### src/rtl/priority_encoder_rr.sv
// Registered N-input priority encoder with fixed or round-robin priority and
// a one-deep valid/ready result register.
module priority_encoder_rr #(
  parameter int N     = 8,
  parameter int IDX_W = $clog2(N)
) (
  input  logic             clk,
  input  logic             rst_n,
  input  logic             rr_en,
  input  logic             in_valid,
  output logic             in_ready,
  input  logic [N-1:0]     in_req,
  output logic             out_valid,
  input  logic             out_ready,
  output logic [IDX_W-1:0] out_idx,
  output logic [N-1:0]     out_onehot,
  output logic             out_none
);

  // Handshake: a transfer happens on a rising edge where valid && ready.
  // in_ready is high whenever the result register is empty or being drained
  // in the same cycle; no skid storage, so in_ready depends on out_ready.
  logic             accept;
  logic [IDX_W-1:0] ptr;
  logic [IDX_W-1:0] start;
  logic [IDX_W-1:0] win_idx;
  logic [N-1:0]     win_oh;
  logic             any_req;

  assign in_ready = !out_valid || out_ready;
  assign accept   = in_valid && in_ready;

  // Each request gets a rank = distance below the start pointer, wrapping at
  // N (not 2^IDX_W); rank 0 is searched first, lowest ranked request wins.
  always_comb begin
    int best;
    int rank;
    best    = N;
    rank    = 0;
    start   = rr_en ? ptr : '0;
    win_idx = '0;
    win_oh  = '0;
    any_req = 1'b0;
    for (int j = 0; j < N; j++) begin
      rank = int'(start) + N - 1 - j;
      if (rank >= N) rank = rank - N;
      if (in_req[j] && (rank < best)) begin
        best       = rank;
        win_idx    = IDX_W'(j);
        win_oh     = '0;
        win_oh[j]  = 1'b1;
        any_req    = 1'b1;
      end
    end
  end

  always_ff @(posedge clk or negedge rst_n) begin
    if (!rst_n) begin
      out_valid  <= 1'b0;
      out_idx    <= '0;
      out_onehot <= '0;
      out_none   <= 1'b0;
      ptr        <= '0;
    end else if (accept) begin
      out_valid  <= 1'b1;
      out_idx    <= win_idx;
      out_onehot <= win_oh;
      out_none   <= !any_req;
      // ptr follows every real grant in both modes so a mode switch stays fair
      if (any_req) ptr <= win_idx;
    end else if (out_ready) begin
      out_valid <= 1'b0;
    end
  end

endmodule

### config.mk
export PLATFORM = sky130hd
export DESIGN_NAME = priority_encoder_rr
export DESIGN_NICKNAME = d
export VERILOG_FILES = /design/src/rtl/priority_encoder_rr.sv
export SDC_FILE = /design/constraint.sdc
export NUM_CORES = 1
export LEC_CHECK = 0
export CAP_MARGIN = 5
export CORE_ASPECT_RATIO = 0.7
export CORE_MARGIN = 2
export CORE_UTILIZATION = 68
export CTS_BUF_LIST = sky130_fd_sc_hd__clkbuf_4 sky130_fd_sc_hd__clkbuf_8 sky130_fd_sc_hd__clkbuf_16
export DETAILED_ROUTE_END_ITERATION = 10
export PLACE_DENSITY = 0.89
export SLEW_MARGIN = 20
export SYNTH_ARGS = -nofsm -noshare
export SYNTH_HDL_FRONTEND = slang
export SYNTH_SLANG_ARGS = --single-unit
### constraint.sdc
create_clock -name clk -period 37.8 [get_ports clk]
set_input_delay 9.45 -clock clk [delete_from_list [all_inputs] [get_ports clk]]
set_output_delay 9.45 -clock clk [all_outputs]
set_load 0.05 [all_outputs]
==> impl.org <==
** Clocking
- TritonCTS created 3 clock buffers.
- In this run the clock root is driven by a clkbuf_8.
- For this design, the CTS-stage hold fixing added 0 buffers.
- TritonCTS built the clock tree.
- The later pin in the worst-skew pair is clocked with a latency of 0.25 ns.
- Once the clock tree was built, the resizer swapped 0 gates to a different size.
- CTS built an H-tree with a depth of 1.
- Clock-pin slew was measured on the worst setup and hold paths at 0.06 ns.
- The clock drives 16 sinks.
- Maximum buffer depth of the clock tree :: 2
- Number of buffers inserted to repair setup after CTS :: 0

** Global route
- The first global-routing pass estimated roughly 25000 um of wire.
- Number of global-route vias before repair :: 4963
- Entering global routing, the biggest net connects 26 pins.
- Total routing usage reported by global routing :: 37.42%
- Overflow left after global routing :: 0
- The initial antenna violation count came to 0.

** Critical path
- For the worst setup path, the data arrival time is between 30 and 40 ns.
- Startpoint of the worst-slack reg-to-reg timing path :: ptr[0]
- In this run the worst path has a maximum fanout of 24.
- Delay of the slowest cell on the worst path :: roughly 0.69 ns
- Critical path required time :: 37.96 ns
- Following the worst setup path forward leads to its endpoint at out_idx[0].
- Cell type of the slowest stage on the worst timing path :: a21oi_1
- The worst setup path is launched from a primary input.
- In this run the worst setup path begins at rr_en.
- In this run the critical register-to-register path is captured at out_idx[0].
- Kind of end point of the critical path :: register
- In this design, the critical path's most frequently occurring cell is a21o_1.
- For the worst flop-to-flop path, the logic depth is 76.
- Critical Setup Path Class :: in -> reg
- Setup slack on the worst reg-to-reg path comes out at 16.92 ns.

** Final layout
- Seq. cell area :: 400.4 um^2
- Summing all multi-input logic gate instances after layout gives 4541 um^2.
- After the last flow step, the layout net total stands at 830.
- The post-route netlist has between 6 and 7% of its cells at a drive strength greater than 1.
- Relative to the synthesized area, the layout overhead comes to 7.683%.
- Number of filler cells placed in the layout :: between 500 and 600
- Diode insertion count for antenna repair :: 0

** Synth
- Count of flip-flops with a built-in enable after synthesis :: 0
- Post-synthesis cell count :: 669
- Post-Syn Nets :: 811
- Syn Area/Cell :: 7.692 um^2
- Proportion of synthesized flip-flops having asynchronous set or reset :: between 90% and 100%
- Summing the sequential cell areas from Yosys gives under 10% of the chip area.
- Counting distinct cell types in the post-synthesis netlist gives 74.
- Cell area after synthesis :: roughly 5000 um^2
- Post-synthesis sequential element count :: 16
- Count of synthesis-stage warnings from yosys :: 0
- Flip-flop cell with the highest count after synthesis :: dfrtp_1

** Worst hold path
- Hold Path Class :: reg -> reg

** Timing
- Setup repair after global routing left no endpoint under its margin.
- Final Max Tran Viols :: 0
- Endpoints failing hold :: 0
- Of the available clock period, the critical path in the final layout requires 80.27%.
- After layout, the minimum clock period comes to 30.34 ns.
- Final setup viols :: 0
- On the final layout, the worst clock skew is approximately 0.0013 ns.
- Setup total negative slack on the finished layout was measured at 0 ns.
- For the pin with the worst max-slew slack, the measured transition is 0.9297 ns.
- Timing would allow up to 32.96 MHz.
- Worst slew margin relative to its limit :: roughly 38%

** Drt
- Dividing the detail-routed wire length by the instance count gives slightly below 20 um.
- Number of vias after detailed routing :: roughly 5400
- Iteration-0 DRC Markers :: 651
- Sum of routed wire length over all layers :: approximately 15000 um
- Residual DRC count :: 0
- Vias per cell :: 6.923
- Remaining antenna violation count :: 0
- DRT Pass-1 Iters :: 5

** Floorplanning
- DIE HEIGHT :: 76.79 um
- The region available for standard cell placement spans 7320 um^2.
- The floorplan step defined a die boundary enclosing 8291 um^2.
- IO Count :: 27
- Std cell rows :: 26
- Effective utilization at floorplan :: between 70% and 80%
- From left edge to right edge, the die measures 108.0 um.

** Place
- PortBufs :: 26
- At the end of routability-driven placement, the weighted congestion stood at approximately 1.1.
- Placed wire-length estimate :: approximately 13000 um

** Status
- Run status :: finished clean

** Flow run
- The tool flagged a number of max-cap violations equal to 0.
-- layout make-up --
type,count,share of cell area [%]
timing repair buffer,29,5.103
tap,98,2.213
clock buffer,3,0.7451
multi-input combinational,597,81.94
sequential,16,7.225
inverter,41,2.777
-- cells in the final DEF (no fill, tap or decap), types with 5 or more instances in the layout --
master             n
mux2i_1            5
nand4_1           11
ha_1             129
o21ai_0           49
o21a_1            17
or3_1              5
inv_1             40
a31oi_1            6
nor2_1            55
clkdlybuf4s50_1   26
nand2b_1           9
a211oi_1          10
nand3_1           16
o31ai_1           10
nor2b_1            8
a21oi_1           48
nor3_1            10
mux2_2            18
dfrtp_1           16
a21o_1            28
nand2_1           68
-- registers in the layout (all words and copies together) (netlist names) --
name	cells
out_none	1
ptr	3
out_idx	3
out_onehot	8
out_valid	1
-- metal layers --
layer	track usage, %	routed length [um]	share of wire, %	vias up
li1	-	-	-	2573
met1	56.16	7000	46	2524
met2	56.86	6356	42	304
met3	5.867	1751	11	27
met4	5.769	179	1.2	0
met5	0	0	0	-
-- worst min-delay path by stage --
stage	start	end	slack, ns	depth (start not counted)
global route	out_onehot[0]	out_onehot[0]	0.52	2
detailed placement	out_idx[1]	out_idx[1]	0.47	2
CTS	out_idx[1]	out_idx[1]	0.48	2
floorplan	ptr[1]	ptr[1]	0.52	2
global placement	out_onehot[1]	out_onehot[1]	0.46	2
finish	out_idx[1]	out_idx[1]	0.48	2
-- worst max-delay path, delay by kind of cell --
family / cells / cell delay [ns]
buffers and inverters: 4 / 1.20
XOR/XNOR: 1 / 0.63
multiplexers: 3 / 1.00
AND/OR/NAND/NOR: 24 / 6.54
adder cells (fa/ha/maj): 8 / 2.65
AO/OA/AOI/OAI: 37 / 8.99
-- synthesized netlist by cell type, types with 6 or more instances --
cell,n,area (um^2)
a211oi_1,10,75.07
a21o_1,28,210.2
a21oi_1,49,245.2
a31oi_1,6,37.54
clkbuf_1,8,30.03
dfrtp_1,16,400.4
ha_1,129,1614
inv_1,40,150.1
mux2_2,18,202.7
nand2_1,68,255.2
nand2b_1,9,56.30
nand3_1,16,80.08
nand4_1,11,68.82
nor2_1,55,206.5
nor2b_1,8,50.05
nor3_1,10,50.05
o21a_1,17,127.6
o21ai_0,49,245.2
o31ai_1,10,75.07
-- cell families (layout without fill, tap and decap cells) --
| family | count (synthesis) | count (layout) | synth area share [%] |
|---|---|---|---|
| xor gates and xnor gates | 4 | 4 | 0.6809 |
| DFF | 16 | 16 | 7.780 |
| muxes | 27 | 27 | 5.786 |
| adders and majority gates | 129 | 129 | 31.36 |
| buffers and inverters | 56 | 73 | 4.279 |
| AOI/OAI and AO/OA | 221 | 221 | 29.30 |
| and+or+nand+nor | 216 | 216 | 20.81 |
-- stage by stage --
step           setup slack, ns  utilization (%)  cell area [um^2]  instances  hold slack (ns)
6_report                 7.458            75.71              5542        784           0.4794
5_1_grt                  5.584            75.71              5542        784           0.5205
4_1_cts                  7.813            75.66              5538        784           0.4820
3_5_place_dp             7.642            75.09              5497        781           0.4692
3_3_place_gp             8.560            75.09              5497        781           0.4610
2_1_floorplan            11.42                -              5146        669           0.5152
Power is left out: the tool's default activity adds up to more than one toggle a clock period on the data nets, which glitch-free logic cannot reach.
